==> config.mk <==
export PLATFORM = sky130hd
export DESIGN_NAME = bht_alloc_ctrl
export DESIGN_NICKNAME = d
export VERILOG_FILES = /design/src/rtl/bht_pkg.sv /design/src/rtl/bht_victim_sel.sv /design/src/rtl/bht_alloc_ctrl.sv
export SDC_FILE = /design/constraint.sdc
export NUM_CORES = 1
export LEC_CHECK = 0
export ABC_AREA = 1
export CORE_MARGIN = 4
export CORE_UTILIZATION = 45
export CTS_BUF_LIST = sky130_fd_sc_hd__clkbuf_16
export DETAILED_ROUTE_END_ITERATION = 10
export GPL_TIMING_DRIVEN = 1
export PLACE_DENSITY = 0.91
export SLEW_MARGIN = 10
export SYNTH_ARGS = -nofsm -noshare
export SYNTH_HDL_FRONTEND = slang
export SYNTH_SLANG_ARGS = --single-unit
==> constraint.sdc <==
create_clock -name clk -period 15.6 [get_ports clk]
set_input_delay 3.12 -clock clk [delete_from_list [all_inputs] [get_ports clk]]
set_output_delay 3.12 -clock clk [all_outputs]
set_load 0.02 [all_outputs]
==> src/rtl/bht_pkg.sv <==
// Shared defaults, FSM state type and constants for the branch history table write side.
// The statistics counters are built only when BHT_STATS_EN is defined.
package bht_pkg;

  localparam int ROWS_DEF  = 8;
  localparam int CNT_W_DEF = 16;
  localparam int PC_W_DEF  = 32;

  localparam int unsigned PC_INC = 4;

  typedef enum logic {
    RUN    = 1'b0,
    SQUASH = 1'b1
  } bht_state_e;

endpackage

==> src/rtl/bht_victim_sel.sv <==
// Combinational argmax over packed row ages with an exclude mask; ties go to the
// lowest index and the result is one-hot (all zero only if every row is excluded).
module bht_victim_sel #(
  parameter int ROWS  = 8,
  parameter int CNT_W = 16
) (
  input  logic [ROWS*CNT_W-1:0] row_count,
  input  logic [ROWS-1:0]       exclude,
  output logic [ROWS-1:0]       victim
);

  logic [CNT_W-1:0] best_val;
  logic             found;

  // Strict greater-than keeps the earliest row on equal ages.
  always_comb begin
    victim   = '0;
    best_val = '0;
    found    = 1'b0;
    for (int i = 0; i < ROWS; i++) begin
      if (!exclude[i] && (!found || (row_count[CNT_W*i +: CNT_W] > best_val))) begin
        victim    = '0;
        victim[i] = 1'b1;
        best_val  = row_count[CNT_W*i +: CNT_W];
        found     = 1'b1;
      end
    end
  end

endmodule

==> src/rtl/bht_alloc_ctrl.sv <==
// EX-stage write controller for the branch history table: allocation, row update and redirect.
// Define BHT_STATS_EN to build the saturating branch/mispredict counters.
module bht_alloc_ctrl
  import bht_pkg::*;
#(
  parameter int ROWS  = ROWS_DEF,
  parameter int PC_W  = PC_W_DEF,
  parameter int CNT_W = CNT_W_DEF
) (
  input  logic                  clk,
  input  logic                  rst,
  input  logic                  ex_valid,
  input  logic                  stall,
  input  logic                  ex_branch,
  input  logic                  ex_taken,
  input  logic [PC_W-1:0]       ex_pc,
  input  logic [PC_W-1:0]       ex_target,
  input  logic                  ex_pred_jump,
  input  logic [PC_W-1:0]       ex_pred_target,
  input  logic [ROWS*CNT_W-1:0] row_count,
  input  logic [ROWS-1:0]       row_ex_hit,
  output logic [ROWS-1:0]       write_row,
  output logic                  upd_branch,
  output logic                  upd_taken,
  output logic [PC_W-1:0]       upd_pc,
  output logic [PC_W-1:0]       write_data,
  output logic                  redirect,
  output logic [PC_W-1:0]       redirect_pc,
  output logic [31:0]           stat_branches,
  output logic [31:0]           stat_mispred
);

  bht_state_e      state_q, state_d;
  logic            accept, hit, mispredict, alloc;
  logic [ROWS-1:0] victim;

  assign accept = ex_valid & ex_branch & ~stall & (state_q == RUN);

  // A row written last cycle has not yet been absorbed by the array, so match it here.
  assign hit = (|row_ex_hit) | ((write_row != '0) && (ex_pc == upd_pc));

  assign mispredict = (ex_taken != ex_pred_jump) |
                      (ex_taken & ex_pred_jump & (ex_target != ex_pred_target));

  assign alloc = ~hit & ex_taken;

  bht_victim_sel #(
    .ROWS  (ROWS),
    .CNT_W (CNT_W)
  ) u_victim_sel (
    .row_count (row_count),
    .exclude   (write_row),
    .victim    (victim)
  );

  always_ff @(posedge clk) begin
    if (rst) state_q <= RUN;
    else     state_q <= state_d;
  end

  always_comb begin
    state_d = state_q;
    case (state_q)
      RUN:     if (accept && mispredict) state_d = SQUASH;
      SQUASH:  if (!stall) state_d = RUN;
      default: state_d = RUN;
    endcase
  end

  // Strobes pulse only after an accept; data outputs hold between accepts.
  always_ff @(posedge clk) begin
    if (rst) begin
      write_row   <= '0;
      upd_branch  <= 1'b0;
      upd_taken   <= 1'b0;
      upd_pc      <= '0;
      write_data  <= '0;
      redirect    <= 1'b0;
      redirect_pc <= '0;
    end else begin
      upd_branch <= accept;
      redirect   <= accept & mispredict;
      write_row  <= (accept && alloc) ? victim : '0;
      if (accept) begin
        upd_taken   <= ex_taken;
        upd_pc      <= ex_pc;
        redirect_pc <= ex_taken ? ex_target : ex_pc + PC_W'(PC_INC);
      end
      if (accept && alloc) write_data <= ex_target;
    end
  end

`ifdef BHT_STATS_EN
  logic [31:0] branches_q, mispred_q;

  always_ff @(posedge clk) begin
    if (rst) begin
      branches_q <= '0;
      mispred_q  <= '0;
    end else if (accept) begin
      if (branches_q != 32'hFFFF_FFFF) branches_q <= branches_q + 32'd1;
      if (mispredict && (mispred_q != 32'hFFFF_FFFF)) mispred_q <= mispred_q + 32'd1;
    end
  end

  assign stat_branches = branches_q;
  assign stat_mispred  = mispred_q;
`else
  assign stat_branches = '0;
  assign stat_mispred  = '0;
`endif

endmodule

Word level (Yosys, flattened, before mapping)
Index checks and enable logic that the tools add are counted.
{"block": "word_totals", "out_inout_bits": 171, "reg_bits": 108, "wordCells": 105, "input_bits": 239}
{"block": "op_classes", "muxes": 26, "n_addsub": 1, "reduce_logical": 40, "order_cmp": 7, "bitwise_logic": 13, "eq_ne": 3}
{"cell": "> comparator 16 bit", "count": 7}
{"cell": "two-way mux 16 bit", "count": 7}
{"cell": "two-way mux 8 bit", "count": 7}
{"cell": "adder 32 x 3 -> 32 bit (second input constant)", "count": 1}
{"cell": "== test 32 bit", "count": 1}
{"cell": "two-way mux 32 bit", "count": 1}
{"cell": "!= test 32 bit", "count": 1}
{"cell": "OR reduction 8 bit", "count": 2}
{"cell": "zero test 1 bit", "count": 13}
{"cell": "logical AND 1 bit", "count": 10}
{"cell": "two-way mux 1 bit", "count": 10}
{"cell": "OR reduction 9 bit", "count": 1}
{"cell": "nonzero test 8 bit", "count": 1}
{"cell": "AND 1 bit", "count": 7}
{"cell": "logical OR 1 bit", "count": 7}
{"cell": "OR reduction 7 bit", "count": 1}
{"cell": "OR reduction 6 bit", "count": 1}
{"cell": "OR reduction 5 bit", "count": 1}
{"cell": "NOT 1 bit", "count": 4}
{"cell": "OR reduction 4 bit", "count": 1}
{"cell": "OR reduction 3 bit", "count": 1}
{"cell": "bitwise OR 1 bit", "count": 2}
{"cell": "case mux 1 bit (2 select lines)", "count": 1}
{"cell": "OR reduction 2 bit", "count": 1}
{"cell": "!= test 1 bit", "count": 1}

Longest topological paths before layout
Gate-level depths: netlist (run 1).
{"block": "logic_depth", "word_depth": 29, "mapped_depth": 111}

Cells and area by module
A second synthesis (run 1) with hierarchy kept.
{"block": "hier_totals", "hier_cells": 1773, "area_unflattened_um2": 11502.3}
{"module": "bht_alloc_ctrl", "instances": 1, "area_each_um2": 6666.4, "seq_area_each_um2": 2162.1, "cells_per_inst": 996}
{"module": "bht_victim_sel", "instances": 1, "area_each_um2": 4835.9, "seq_area_each_um2": 0.0, "cells_per_inst": 777}

Least setup slack after synthesis (run 1)
Ideal clock, no wire load.
{"block": "synth_path", "path_type": "input-to-reg", "from": "input row_count[15]", "to": "register write_row[0]", "path_buffers": 6, "t_arrival_ps": 13007, "slack_ps": 2529, "setup_time_ps": 65, "cell_stages": 88, "path_cell_list": "inv_1 nor2_1 inv_1 ha_1 nand2_1 nor3_1 nand4_1 nand2_1 nand2_2 nand2_2 buf_4 nand2_1 nand2_1 inv_1 ha_1 a21oi_1 o21ai_0 nor2_1 (+52 left out) o21ai_1 nand2_1 buf_1 or2_1 nand2_1 ha_1 nand4_1 nor3_1 nand3_1 nand2_1 nand2_1 nand2_1 nand2_1 nor2_1 nand2_1 nor2_1 nand3_1 nor2_1"}
{"block": "synth_via", "elab_chain_len": 29}
{"element": "from (decl)", "line_no": "bht_alloc_ctrl.sv:20", "rtl": "input logic [ROWS*CNT_W-1:0] row_count,"}
{"element": "two-way mux 16 bit (*)", "line_no": "bht_victim_sel.sv:21", "rtl": "if (!exclude[i] && (!found || (row_count[CNT_W*i +: CNT_W] > best_val))) begin"}
{"element": "> comparator 16 bit", "line_no": "bht_victim_sel.sv:21"}
{"element": "logical OR 1 bit", "line_no": "bht_victim_sel.sv:21"}
{"element": "logical AND 1 bit", "line_no": "bht_victim_sel.sv:21"}
{"element": "two-way mux 16 bit / two-way mux 1 bit (equally long branches)", "line_no": "bht_victim_sel.sv:21"}
{"element": "> comparator 16 bit / zero test 1 bit (equally long branches)", "line_no": "bht_victim_sel.sv:21"}
{"element": "logical OR 1 bit", "line_no": "bht_victim_sel.sv:21"}
{"element": "logical AND 1 bit", "line_no": "bht_victim_sel.sv:21"}
{"element": "(+13 left out)"}
{"element": "> comparator 16 bit / zero test 1 bit (equally long branches)", "line_no": "bht_victim_sel.sv:21"}
{"element": "logical OR 1 bit", "line_no": "bht_victim_sel.sv:21"}
{"element": "logical AND 1 bit", "line_no": "bht_victim_sel.sv:21"}
{"element": "two-way mux 16 bit / two-way mux 1 bit (equally long branches)", "line_no": "bht_victim_sel.sv:21"}
{"element": "> comparator 16 bit / zero test 1 bit (equally long branches)", "line_no": "bht_victim_sel.sv:21"}
{"element": "logical OR 1 bit", "line_no": "bht_victim_sel.sv:21"}
{"element": "logical AND 1 bit", "line_no": "bht_victim_sel.sv:21"}
{"element": "OR reduction 9 bit (no line) (*)"}
{"element": "to (signal assigned)", "line_no": "bht_alloc_ctrl.sv:83", "rtl": "write_row <= (accept && alloc) ? victim : '0;"}
{"element": "to (decl)", "line_no": "bht_alloc_ctrl.sv:22", "rtl": "output logic [ROWS-1:0] write_row,"}
Mark *: on every way between the ends. The rest lies on a longest branch, timed or not.
A chain may end at the register's enable or synchronous reset.

Worst setup path after layout (run 1)
{"block": "layout_path", "from": "input row_count[11]", "to": "register write_row[1]"}
{"block": "layout_via", "elab_chain_len": 29}
{"element": "two-way mux 16 bit (*)", "line_no": "bht_victim_sel.sv:21"}
{"element": "> comparator 16 bit", "line_no": "bht_victim_sel.sv:21"}
{"element": "logical OR 1 bit", "line_no": "bht_victim_sel.sv:21"}
{"element": "logical AND 1 bit", "line_no": "bht_victim_sel.sv:21"}
{"element": "two-way mux 16 bit / two-way mux 1 bit (equally long branches)", "line_no": "bht_victim_sel.sv:21"}
{"element": "> comparator 16 bit / zero test 1 bit (equally long branches)", "line_no": "bht_victim_sel.sv:21"}
{"element": "logical OR 1 bit", "line_no": "bht_victim_sel.sv:21"}
{"element": "logical AND 1 bit", "line_no": "bht_victim_sel.sv:21"}
{"element": "(+13 left out)"}
{"element": "> comparator 16 bit / zero test 1 bit (equally long branches)", "line_no": "bht_victim_sel.sv:21"}
{"element": "logical OR 1 bit", "line_no": "bht_victim_sel.sv:21"}
{"element": "logical AND 1 bit", "line_no": "bht_victim_sel.sv:21"}
{"element": "two-way mux 16 bit / two-way mux 1 bit (equally long branches)", "line_no": "bht_victim_sel.sv:21"}
{"element": "> comparator 16 bit / zero test 1 bit (equally long branches)", "line_no": "bht_victim_sel.sv:21"}
{"element": "logical OR 1 bit", "line_no": "bht_victim_sel.sv:21"}
{"element": "logical AND 1 bit", "line_no": "bht_victim_sel.sv:21"}
{"element": "OR reduction 8 bit (no line)"}
Marked as above.

==> summary.txt, run 1 <==
Outcome
  – Run status: finished clean

Setup path
  – Req. time, crit path: 15900 ps
  – Critical path's most frequent cell: nand2_1
  – Worst path max stage delay: 460 ps
  – Worst Setup Start Kind: input port
  – Crit path DAT: 14760 ps
  – Crit Path Class: input port to flip-flop
  – CP max-delay cell: clkdlybuf4s50_1
  – Worst Path Max Fanout: 25
  – CP Capture Type: flip-flop

Power
  – VDD IR-drop max: 0.0705 mV
  – Leakage power: 6.40 nW
  – P per Cell Area: 103 mW/mm²
  – Final Power: 0.00147 W

Layout
  – Post-Layout Cell Count: 2209
  – Nets: 2266
  – Synth-to-Final Area Change: 37.3%
  – Layout cell share with drive strength beyond 1: 4.43%

Timing
  – Endpoints failing hold: 0
  – Highest clock rate: 0.0691 GHz
  – Period utilization: 92.7%
  – Final slew viol count: 0
  – Tightest Pin Transition: 1050 ps
  – Min cycle time layout: 14460 ps
  – Max_slew headroom: 29.6%
  – Setup TNS: 0 ps
  – Setup Skew: 15.3 ps
  – Setup violators final: 0

Die
  – Initial Util: 45.6%
  – # rows: 55
  – Die ar.: 0.0255 mm²
  – Floorplan core area: 0.0226 mm²
  – Die Ht: 160 µm
  – IO Pins: 410
  – Die width: 160 µm

Logic synthesis
  – Yosys warning count: 0
  – Mux cell area share after synthesis: 0%
  – Synthesized-area fraction occupied by adder cells: 13.8%
  – Number of synthesized flops with an enable pin: 0
  – Post-synthesis simple-gate area fraction: 33.9%
  – Synthesized netlist cell count: 1596
  – Largest family of logic cells by synthesized area: simple AND/OR/NAND/NOR gates
  – Sequential area share after synthesis: 20.9%
  – Synth async-reset ratio: 0%
  – Largest area contributor in the netlist: dfxtp_1
  – Synthesized cell area: 0.0103 mm²
  – Yosys cell types: 48
  – Top-count cell post-synth: nand2_1
  – Predominant post-synthesis flop cell: dfxtp_1
  – Area contributors post-synth: dfxtp_1 21%, ha_1 14%, nand2_1 12%
  – Most common library cells after synthesis: 336 x nand2_1, 158 x nor2_1, 151 x inv_1, 134 x nand3_1, 114 x ha_1
  – Yosys reg bits: 108
  – Yosys top cell area share: 20.9%
  – Post-Synth XOR/XNOR Area: 4.75%
  – Compound-gate portion of the synthesized area: 13.5%
  – Syn_area_per_cell: 6.48 µm²

Placed design
  – Port bufs: 345
  – Post-DP HPWL: 33800 µm
  – RePlAce Congestion: 0.995
  – Placed cell count: 2181

Global route
  – Gr usage total: 30.5%
  – Largest net degree at the start of global routing: 69
  – First-pass GRT wire length: 63000 µm
  – Vias in the first global route: 11931
  – Congestion Overflow GR: 0
  – Initial antenna violation count: 7

Clocking
  – TritonCTS clock tree: built
  – H-tree depth: 3
  – Clock Root Buffer: clkbuf_16
  – Clock buffer count from CTS: 9
  – Clock buffer depth: 2
  – Reg clk slew, reported paths: 90 ps
  – Clk Latency, worst-skew pair: 360 ps
  – Hold-fix buffers, CTS: 0
  – Clock sink count: 108

Worst hold path
  – Hold Crit Class: flip-flop to flip-flop

Detailed routing
  – Routed WL: 40800 µm
  – DRC violations left: 0
  – Via count: 12019
  – Antenna Nets Post-Route: 0
  – DR iter-0 viols: 1008
  – Drt pass-1 iters: 6
  – Drt wl/cell: 18.5 µm
  – Via density: 5.44

Flow run
  – Max Cap Viol: 0
-- kinds of logic (layout without fill, tap and decap cells) --
group           Yosys count  in the layout
simple gates            778            778
fa+ha+maj               114            114
other cells               1             70
xor+xnor                 56             56
flops                   108            108
buf+inv                 288            547
compound gates          251            251
-- power by group --
group / internal (W) / switching, W
logic: 0.000389 / 0.000557
registers: 0.000283 / 0.00000709
clock network: 0.000113 / 0.000119
total: 0.000785 / 0.000683
-- registers in the layout, indices dropped and copies added, names as in the netlist --
signal,flops
upd_pc,32
upd_taken,1
write_data,32
redirect_pc,32
redirect,1
write_row,8
upd_branch,1
state_q,1
-- layer usage --
layer	GRT usage [%]	share of wire, %	routed length, µm	vias to the layer above
li1	-	-	-	5800
met3	7.53	8.6	3530	136
met2	52.0	47	19300	621
met4	15.3	5.4	2190	4
met1	35.6	39	15800	5458
met5	0	0.056	23	-
-- stage by stage --
step	hold slack, ps	instance area, µm²	utilization, %	setup slack, ps
2_1_floorplan	443	10600	-	2530
3_3_place_gp	450	13700	60.7	354
3_5_place_dp	461	13700	60.7	-29.3
4_1_cts	475	14000	62.0	311
5_1_grt	488	14200	62.7	-72.3
6_report	478	14200	62.7	1140
-- worst max-delay path: cells and delay by family --
family                     cells  cell delay, ps
AOI/OAI and AO/OA             10            1230
adders and majority gates      7            1990
and+or+nand+nor               65            6650
buffers and inverters         11            1780
-- repair_timing --
item,in CTS,in global routing
setup endpoints to repair,0,8
resized for setup,0,22
buffers inserted,0,6
-- cell usage in the layout (no fill, tap or decap), types with 60 or more instances in the layout --
cell / synthesis / routed
nand2_1: 336 / 334
nor2_1: 158 / 157
dfxtp_1: 108 / 108
o21ai_0: 60 / 60
clkdlybuf4s50_1: 0 / 345
nand3_1: 134 / 134
inv_1: 151 / 151
ha_1: 114 / 114
a21oi_1: 105 / 104
conb_1: 1 / 64
-- area by class of cell --
type                            instances  area (µm²)
Multi-Input combinational cell       1263        7130
Clock inverter                          7        66.3
Sequential cell                       108        2160
Fill cell                            2040        8450
Antenna cell                            6        15.0
Tap cell                              285         357
Inverter                              170         651
Clock buffer                            9         225
Timing Repair Buffer                  361        3590
-- final timing paths --
path | startpoint | to | slack, ps | cells after the start
max | row_count[11] | write_row[1]$_SDFF_PP0_ | 1140 | 93
min | redirect_pc[1]$_SDFFE_PP0P_ | redirect_pc[1]$_SDFFE_PP0P_ | 480 | 2
max reg2reg | write_row[0]$_SDFF_PP0_ | write_row[1]$_SDFF_PP0_ | 3630 | 92
min reg2reg | redirect_pc[1]$_SDFFE_PP0P_ | redirect_pc[1]$_SDFFE_PP0P_ | 480 | 2
No activity file was read; power rests on OpenSTA's default activity.
==> run 2, diff against run 1 <==
--- a/config.mk
+++ b/config.mk
@@ -6,6 +6,7 @@
 export NUM_CORES = 1
 export LEC_CHECK = 0
 export ABC_AREA = 1
+export CAP_MARGIN = 15
 export CORE_MARGIN = 4
 export CORE_UTILIZATION = 45
 export CTS_BUF_LIST = sky130_fd_sc_hd__clkbuf_16
==> results of run 2 <==
Final layout, timing and power as in run 1 (identical DEF).
==> run 3, diff against run 2 <==
--- a/config.mk
+++ b/config.mk
@@ -10,6 +10,7 @@
 export CORE_MARGIN = 4
 export CORE_UTILIZATION = 45
 export CTS_BUF_LIST = sky130_fd_sc_hd__clkbuf_16
+export CTS_CLUSTER_SIZE = 28
 export DETAILED_ROUTE_END_ITERATION = 10
 export GPL_TIMING_DRIVEN = 1
 export PLACE_DENSITY = 0.91
==> results of run 3 <==
Final layout, timing and power as in run 1 (identical DEF).
